[config.mk]
export PLATFORM = sky130hd
export DESIGN_NAME = keccak_dom_rand_gen
export DESIGN_NICKNAME = d
export VERILOG_FILES = /design/src/rtl/keccak_dom_pkg.sv /design/src/rtl/keccak_xorshift64_lane.sv /design/src/rtl/keccak_dom_rand_gen.sv
export SDC_FILE = /design/constraint.sdc
export NUM_CORES = 1
export LEC_CHECK = 0
export BUFFER_PORTS_ARGS = -buffer_cell sky130_fd_sc_hd__buf_2
export CAP_MARGIN = 20
export CORE_UTILIZATION = 27
export DETAILED_ROUTE_END_ITERATION = 10
export GPL_ROUTABILITY_DRIVEN = 0
export MAX_ROUTING_LAYER = met4
export PLACE_DENSITY = 0.57
export SLEW_MARGIN = 10
export SYNTH_ARGS = -nofsm -noshare
export SYNTH_HDL_FRONTEND = slang
export SYNTH_SLANG_ARGS = --single-unit
[constraint.sdc]
create_clock -name ClkxCI -period 5 [get_ports ClkxCI]
set_input_delay 0.25 -clock ClkxCI [delete_from_list [all_inputs] [get_ports ClkxCI]]
set_output_delay 0.25 -clock ClkxCI [all_outputs]
set_load 0.1 [all_outputs]
[src/rtl/keccak_dom_pkg.sv]
// Shared definitions for the DOM Keccak fresh-randomness generator.
// Holds the random-bit count helper, the zero-seed replacement word and the FSM state type.
package keccak_dom_pkg;

    localparam logic [63:0] XS_SEED_FIX = 64'h9E3779B97F4A7C15;

    typedef enum logic [1:0] {
        UNSEEDED = 2'd0,
        LOAD     = 2'd1,
        RUN      = 2'd2
    } rand_state_e;

    // One fresh bit per cross-share product pair, per Chi lane bit, per slice.
    function automatic int unsigned dom_rand_bits(input int unsigned shares,
                                                  input int unsigned slices);
        return ((shares * shares - shares) / 2) * 25 * slices;
    endfunction

endpackage

[src/rtl/keccak_xorshift64_lane.sv]
// One 64-bit xorshift64 lane: loadable, steps once per enabled cycle, clears on reset.
module keccak_xorshift64_lane (
    input  logic        clk_i,
    input  logic        rst_i,
    input  logic        load_i,
    input  logic [63:0] seed_i,
    input  logic        step_i,
    output logic [63:0] lane_o
);

    logic [63:0] lane_d;
    logic [63:0] lane_q;

    function automatic logic [63:0] xs_step(input logic [63:0] x);
        logic [63:0] t;
        t = x ^ (x << 13);
        t = t ^ (t >> 7);
        t = t ^ (t << 17);
        return t;
    endfunction

    always_comb begin
        lane_d = lane_q;
        if (load_i) begin
            lane_d = seed_i;
        end else if (step_i) begin
            lane_d = xs_step(lane_q);
        end
    end

    always_ff @(posedge clk_i) begin
        if (rst_i) begin
            lane_q <= '0;
        end else begin
            lane_q <= lane_d;
        end
    end

    assign lane_o = lane_q;

endmodule

[src/rtl/keccak_dom_rand_gen.sv]
// Fresh-randomness producer for the masked Chi step: seeds xorshift64 lanes, then steps them per handshake.
// Optional KECCAK_RAND_ZERO_EN adds ZeroRandxSI to force ZxDO to zero for unprotected debug.
module keccak_dom_rand_gen
    import keccak_dom_pkg::*;
#(
    parameter  int unsigned SHARES = 2,
    parameter  int unsigned SLICES = 1,
    localparam int unsigned ZW     = dom_rand_bits(SHARES, SLICES)
) (
    input  logic          ClkxCI,
    input  logic          RstxRI,
    input  logic [63:0]   SeedxDI,
    input  logic          SeedValidxSI,
    output logic          SeedReadyxSO,
    input  logic          ReseedxSI,
    output logic [ZW-1:0] ZxDO,
    output logic          ZValidxSO,
    input  logic          ZReadyxSI
`ifdef KECCAK_RAND_ZERO_EN
    ,
    input  logic          ZeroRandxSI
`endif
);

    localparam int unsigned LANES = (ZW + 63) / 64;
    localparam int unsigned CNT_W = (LANES > 1) ? $clog2(LANES) : 1;
    localparam logic [CNT_W-1:0] CNT_LAST = CNT_W'(LANES - 1);

    rand_state_e      state_d, state_q;
    logic [CNT_W-1:0] cnt_d, cnt_q;
    logic             load_en;
    logic             step_en;
    logic [63:0]      seed_fixed;
    logic [64*LANES-1:0] lanes_flat;

    assign SeedReadyxSO = (state_q == LOAD);
    assign ZValidxSO    = (state_q == RUN);

    assign load_en    = SeedReadyxSO && SeedValidxSI && !ReseedxSI;
    assign step_en    = ZValidxSO && ZReadyxSI && !ReseedxSI;
    // A lane stuck at zero would never leave zero, so zero seeds are remapped per lane.
    assign seed_fixed = (SeedxDI == 64'd0) ? (XS_SEED_FIX ^ 64'(cnt_q)) : SeedxDI;

    always_comb begin
        state_d = state_q;
        cnt_d   = cnt_q;
        case (state_q)
            UNSEEDED: state_d = LOAD;
            LOAD: begin
                if (load_en) begin
                    if (cnt_q == CNT_LAST) begin
                        cnt_d   = '0;
                        state_d = RUN;
                    end else begin
                        cnt_d = cnt_q + CNT_W'(1);
                    end
                end
            end
            RUN:     state_d = RUN;
            default: state_d = UNSEEDED;
        endcase
        if (ReseedxSI) begin
            state_d = LOAD;
            cnt_d   = '0;
        end
    end

    always_ff @(posedge ClkxCI) begin
        if (RstxRI) begin
            state_q <= UNSEEDED;
            cnt_q   <= '0;
        end else begin
            state_q <= state_d;
            cnt_q   <= cnt_d;
        end
    end

    for (genvar g = 0; g < LANES; g++) begin : g_lane
        keccak_xorshift64_lane u_lane (
            .clk_i  (ClkxCI),
            .rst_i  (RstxRI),
            .load_i (load_en && (cnt_q == CNT_W'(g))),
            .seed_i (seed_fixed),
            .step_i (step_en),
            .lane_o (lanes_flat[64*g +: 64])
        );
    end

    if (64 * LANES > ZW) begin : g_unused
        logic unused_lane_bits;
        assign unused_lane_bits = ^lanes_flat[64*LANES-1:ZW];
    end

`ifdef KECCAK_RAND_ZERO_EN
    assign ZxDO = ZeroRandxSI ? '0 : lanes_flat[ZW-1:0];
`else
    assign ZxDO = lanes_flat[ZW-1:0];
`endif

endmodule

After elaboration in Yosys (flattened, before gate mapping):

Index checks and enable logic that the tools add are counted.

* register bits: 67
* bits in latches: 0
* bits in writable memories: 0
* bits in read-only memories: 0
* input bits: 69
* output and inout bits: 27
* word-level logic and storage cells: 37
* memories: 0

* $add $sub $neg: 1
* multiply operators: 0
* divide/modulo/power cells: 0
* order comparisons: 0
* eq/ne operators: 6
* shifts and indexed selects: 0
* multiplexer cells: 8
* bitwise gates (word level): 5
* reduce and logical (&&, ||, !) cells: 13

Operators with widths (count)
* 64-bit 2-to-1 mux: 3
* 64-bit XOR: 2
* 64-bit zero test: 1
* 64-bit by 57-bit XOR with 64-bit output: 1
* 1-bit NOT with 38-bit output: 1
* 2-bit case mux with 3 select lines: 1
* 2-bit AND reduction: 3
* 1-bit logical AND: 5
* 2-bit 2-to-1 mux: 2
* 3-bit by 1-bit != test with 1-bit output (second input constant): 1
* 3-bit != test (second input constant): 1
* 2-bit by 1-bit equality test with 1-bit output (second input constant): 1
* 2-bit equality test (second input constant): 1
* 2-bit zero test: 1
* 1-bit 2-to-1 mux: 2
* 2-bit by 1-bit != test with 1-bit output (second input constant): 1
* 2-bit != test (second input constant): 1
* 2-bit nonzero test: 1
* 2-bit OR reduction: 1
* 1-bit adder (second input constant): 1
* 1-bit zero test: 1
* 1-bit NOT: 1

Depth between registers and ports, before layout:

* word-level depth: 6
* mapped depth: 8

Hierarchy:

Synthesis repeated with hierarchy kept, for this count alone.

* cells, all modules: 650
* area total of the unflattened synthesis: 5305.1 µm²

By module, submodules not included
* keccak_xorshift64_lane: instances 1, cells each 497, area an instance 4220.3 µm²
* keccak_dom_rand_gen: instances 1, cells each 153, area an instance 1084.8 µm²

Worst setup path before layout:

No wires, ideal clock.

* path type: register to register
* start point: reg state_q[1]
* end point: reg g_lane[0].u_lane.lane_q[28]
* library setup time: 0.139 ns
* data arrival time: 2.413 ns
* data required time: 4.861 ns
* slack: 2.448 ns
* stages on the path, launching flop included: 8
* buffers on the path: 2
* clock period less this slack: 2.552 ns
* cells stage by stage: dfxtp_1 inv_1 ha_1 nand3_1 nor2_1 clkbuf_1 clkbuf_1 a221oi_1

* longest elaborated chain between the ends: 5
* elaborated cells between the ends (all ways): 9

Ends and longest elaborated chain
* start: declaration: RTL line keccak_dom_rand_gen.sv:29 `rand_state_e state_d, state_q;`
* start signal: assignment: RTL line keccak_dom_rand_gen.sv:73 `state_q <= state_d;`
* 2-bit by 1-bit equality test with 1-bit output (*): RTL line keccak_dom_rand_gen.sv:36 `assign SeedReadyxSO = (state_q == LOAD);`
* via SeedReadyxSO: RTL line keccak_dom_rand_gen.sv:14 `output logic SeedReadyxSO,`
* 1-bit logical AND (*) (2 in a row): RTL line keccak_dom_rand_gen.sv:39 `assign load_en = SeedReadyxSO && SeedValidxSI && !ReseedxSI;`
* 1-bit logical AND (*): RTL line keccak_dom_rand_gen.sv:82 `.load_i (load_en && (cnt_q == CNT_W'(g))),`
* 64-bit 2-to-1 mux / 2-bit nonzero test (equally long branches)
* end signal: assignment: RTL line keccak_xorshift64_lane.sv:35 `lane_q <= lane_d;`
* end: declaration: RTL line keccak_xorshift64_lane.sv:12 `logic [63:0] lane_q;`

The timed path passes the listed nets; every way through them passes the cells marked *.
A chain may end at the register's enable or synchronous reset.

Worst setup path after layout:

* start point: reg state_q[0]
* end point: reg g_lane[0].u_lane.lane_q[40]

* longest elaborated chain between the ends: 5
* elaborated cells between the ends (all ways): 9

Ends and longest elaborated chain (RTL line)
* 2-bit by 1-bit equality test with 1-bit output: keccak_dom_rand_gen.sv:36
* 1-bit logical AND (2 in a row): keccak_dom_rand_gen.sv:39
* 1-bit logical AND: keccak_dom_rand_gen.sv:82
* 64-bit 2-to-1 mux / 2-bit nonzero test (equally long branches)

Several ways; a longest one is shown, not always the timed one.

==> impl_metrics.tcl <==
set metrics [dict create \
    skew_ps 4.86 \
    period_needed_ps 2690 \
    cts_buffers 9 \
    num_vias 4279 \
    overflow 0 \
    ir_drop_mv 0.164 \
    diodes 0 \
    die_h_um 142 \
    min_path_type "primary input to register" \
    cts_resized 0 \
    wirelength_mm 16.6 \
    core_area_um2 19000 \
    netlist_instances 583 \
    whs_path_depth 2 \
    hold_viol 0 \
    worstSetupPathType "register to register" \
    pin_count 96 \
    clk_pin_slew_ps 60 \
    worstPathCellList "inv_1 -> ha_1 -> nand3_1 -> buf_4 -> nand2_1 -> nor2_1 -> a2111oi_0" \
    synth_seq_cells 66 \
    clock.fmax_mhz 371 \
    ys_seq_area_frac 0.250 \
    drv_cap 0 \
    synth_area_um2 5280 \
    dr.first_iter.drc_count 355 \
    yosysWarnings 0 \
    holdWs_ps 91.6 \
    rows 50 \
    p_sw_frac 0.346 \
    via_per_inst 4.85 \
    yosysMostFrequentCell "xnor2_1" \
    clock_path_buffers 2 \
    status "finished clean" \
    grt_pass1_vias 4098 \
    ys_async_sr_fraction 0 \
    htreeDepth 3 \
    hold_buffers 0 \
    syn_area_per_cell_um2 9.05 \
    seq_power_share 0.341 \
    post-dp-hpwl_mm 12.7 \
    cts_num_sinks 66 \
    start_util 0.278 \
    grt_max_degree 67 \
    intPower_uw 1190 \
    cp_data_required_time_ps 5190 \
    cts_root_buffer "clkbuf_16" \
    grt_util_all_layers 0.173 \
    synth_edf_count 0 \
    synth_top_area_frac 0.250 \
    post_cts_buffers 0 \
    crit_fanout 31 \
    start_kind "register" \
    grt_antenna_before_repair 0 \
    cts_tree "done" \
    tns_ps 0 \
    min_period_over_period 0.539 \
    ant_nets 0 \
    nets 691 \
    grt_pass1_wl_mm 25.2 \
    arrival_ps 2890 \
    crit_slowest_cell "nand3_1" \
    reg2reg_depth 7 \
    syn-num-nets 655 \
    yosys-top-cells-area "dfxtp_1 (25%), xnor2_1 (17%), xnor3_1 (12%), xor2_1 (8.3%), a221oi_1 (4.5%)" \
    wl_per_cell_um 18.8 \
    firstDrtPassIters 4 \
    net-switching-power_uw 627 \
    pwr-share-clk 0.318 \
    drv_slew 0 \
    synth_cell_types 33 \
    area.growth.synth_to_final_pct 13.5 \
    dieArea_um2 20100 \
    reg2reg_slack_ps 2310 \
    end_kind "register" \
    finalSetupViolCount 0 \
    synth_area_leader_cell "dfxtp_1" \
    relSlewSlack 0.311 \
    worst_slew_pin_slew_ps 1020 \
    p_leak_uw 0.00248 \
    portBuffers 95 \
    synth_commonest_cells "xnor2_1 (103), dfxtp_1 (66), nor2_1 (52), xor2_1 (50), inv_1 (42)" \
    finish.utilization 0.316 \
    power_density_nw_per_um2 303 \
    clk_latency_ps 330 \
    drive_above_1_share 0.190 \
    synth_ff_type "dfxtp_1" \
    combPwrFrac 0.341 \
    die_x_um 142 \
    fillers 2018 \
    rsz0062_at_grt "no" \
    drc 0 \
    max_stage_delay_ps 540 \
]
## cells by family (layout without fill, tap and decap cells)
kind of cell / after synthesis / after routing / share of synthesized area
xor+xnor: 187 / 187 / 0.399
simple gates: 118 / 118 / 0.104
buf+inv: 117 / 156 / 0.104
compound gates: 87 / 87 / 0.125
flops: 66 / 66 / 0.250
mux: 5 / 5 / 0.00948
fa+ha+maj: 3 / 3 / 0.00711
## per-layer routing
layer,vias up,global-route usage,share of wire
met5,-,-,0
met1,2048,0.253,0.51
met2,182,0.243,0.40
met4,0,0.0390,0.014
met3,15,0.0344,0.069
li1,2034,-,-
## final timing paths
| kind | startpoint | to |
|---|---|---|
| hold reg to reg | g_lane[0].u_lane.lane_o[52] | g_lane[0].u_lane.lane_o[52] |
| hold / removal | ReseedxSI | state_q[1] |
| setup / recovery | state_q[0] | g_lane[0].u_lane.lane_o[40] |
| setup reg to reg | state_q[0] | g_lane[0].u_lane.lane_o[40] |
## cell usage in the layout (no fill, tap or decap), drive strengths merged, types with 10 or more instances in the layout
cell    synthesis  layout
or3            15      15
xnor2         103     103
a211oi         15      15
nor2           52      52
nor4           17      17
buf            41     100
nand2          21      21
clkbuf         34      10
xnor3          29      29
o21ai          16      16
a311oi         15      15
dfxtp          66      66
xor2           51      51
inv            42      42
a221oi         27      27
## sequential cells by signal, indices dropped and copies added (netlist names)
register and count:
g_lane.u_lane.lane_o 64, state_q 2
## metrics by stage
stage          worst slack (ps)  power [uW]  area [um^2]  instances
5_1_grt                    2120        1890         5990        882
6_report                   2310        1810         5990        882
2_1_floorplan              2450        1120         5280        583
4_1_cts                    2340        1820         5990        882
3_5_place_dp               2280        1240         5730        868
3_3_place_gp               2270        1240         5730        868
## cell type report
class / count / area (um^2) / share of cell area
Tap cell: 260 / 325 / 0.0543
Clock inverter: 4 / 20.0 / 0.00334
Clock buffer: 10 / 239 / 0.0399
Sequential cell: 66 / 1320 / 0.221
Multi-Input combinational cell: 400 / 3410 / 0.570
Inverter: 42 / 158 / 0.0263
Timing Repair Buffer: 100 / 513 / 0.0856
## worst max-delay path, delay by kind of cell (launching register included)
family	cells	cell delay (ps)
AO/OA/AOI/OAI	1	430
adder cells (fa/ha/maj)	1	200
buffers and inverters	2	570
flip-flops	1	320
AND/OR/NAND/NOR	3	1020
## power by group through the flow
stage,Combinational [uW],Clock (uW),Sequential (uW)
2_1_floorplan,527,0,595
3_3_place_gp,608,0,630
3_5_place_dp,612,0,630
4_1_cts,616,585,618
5_1_grt,660,607,624
6_report,618,577,619
Note: power is estimated with default switching activity, not from simulation.
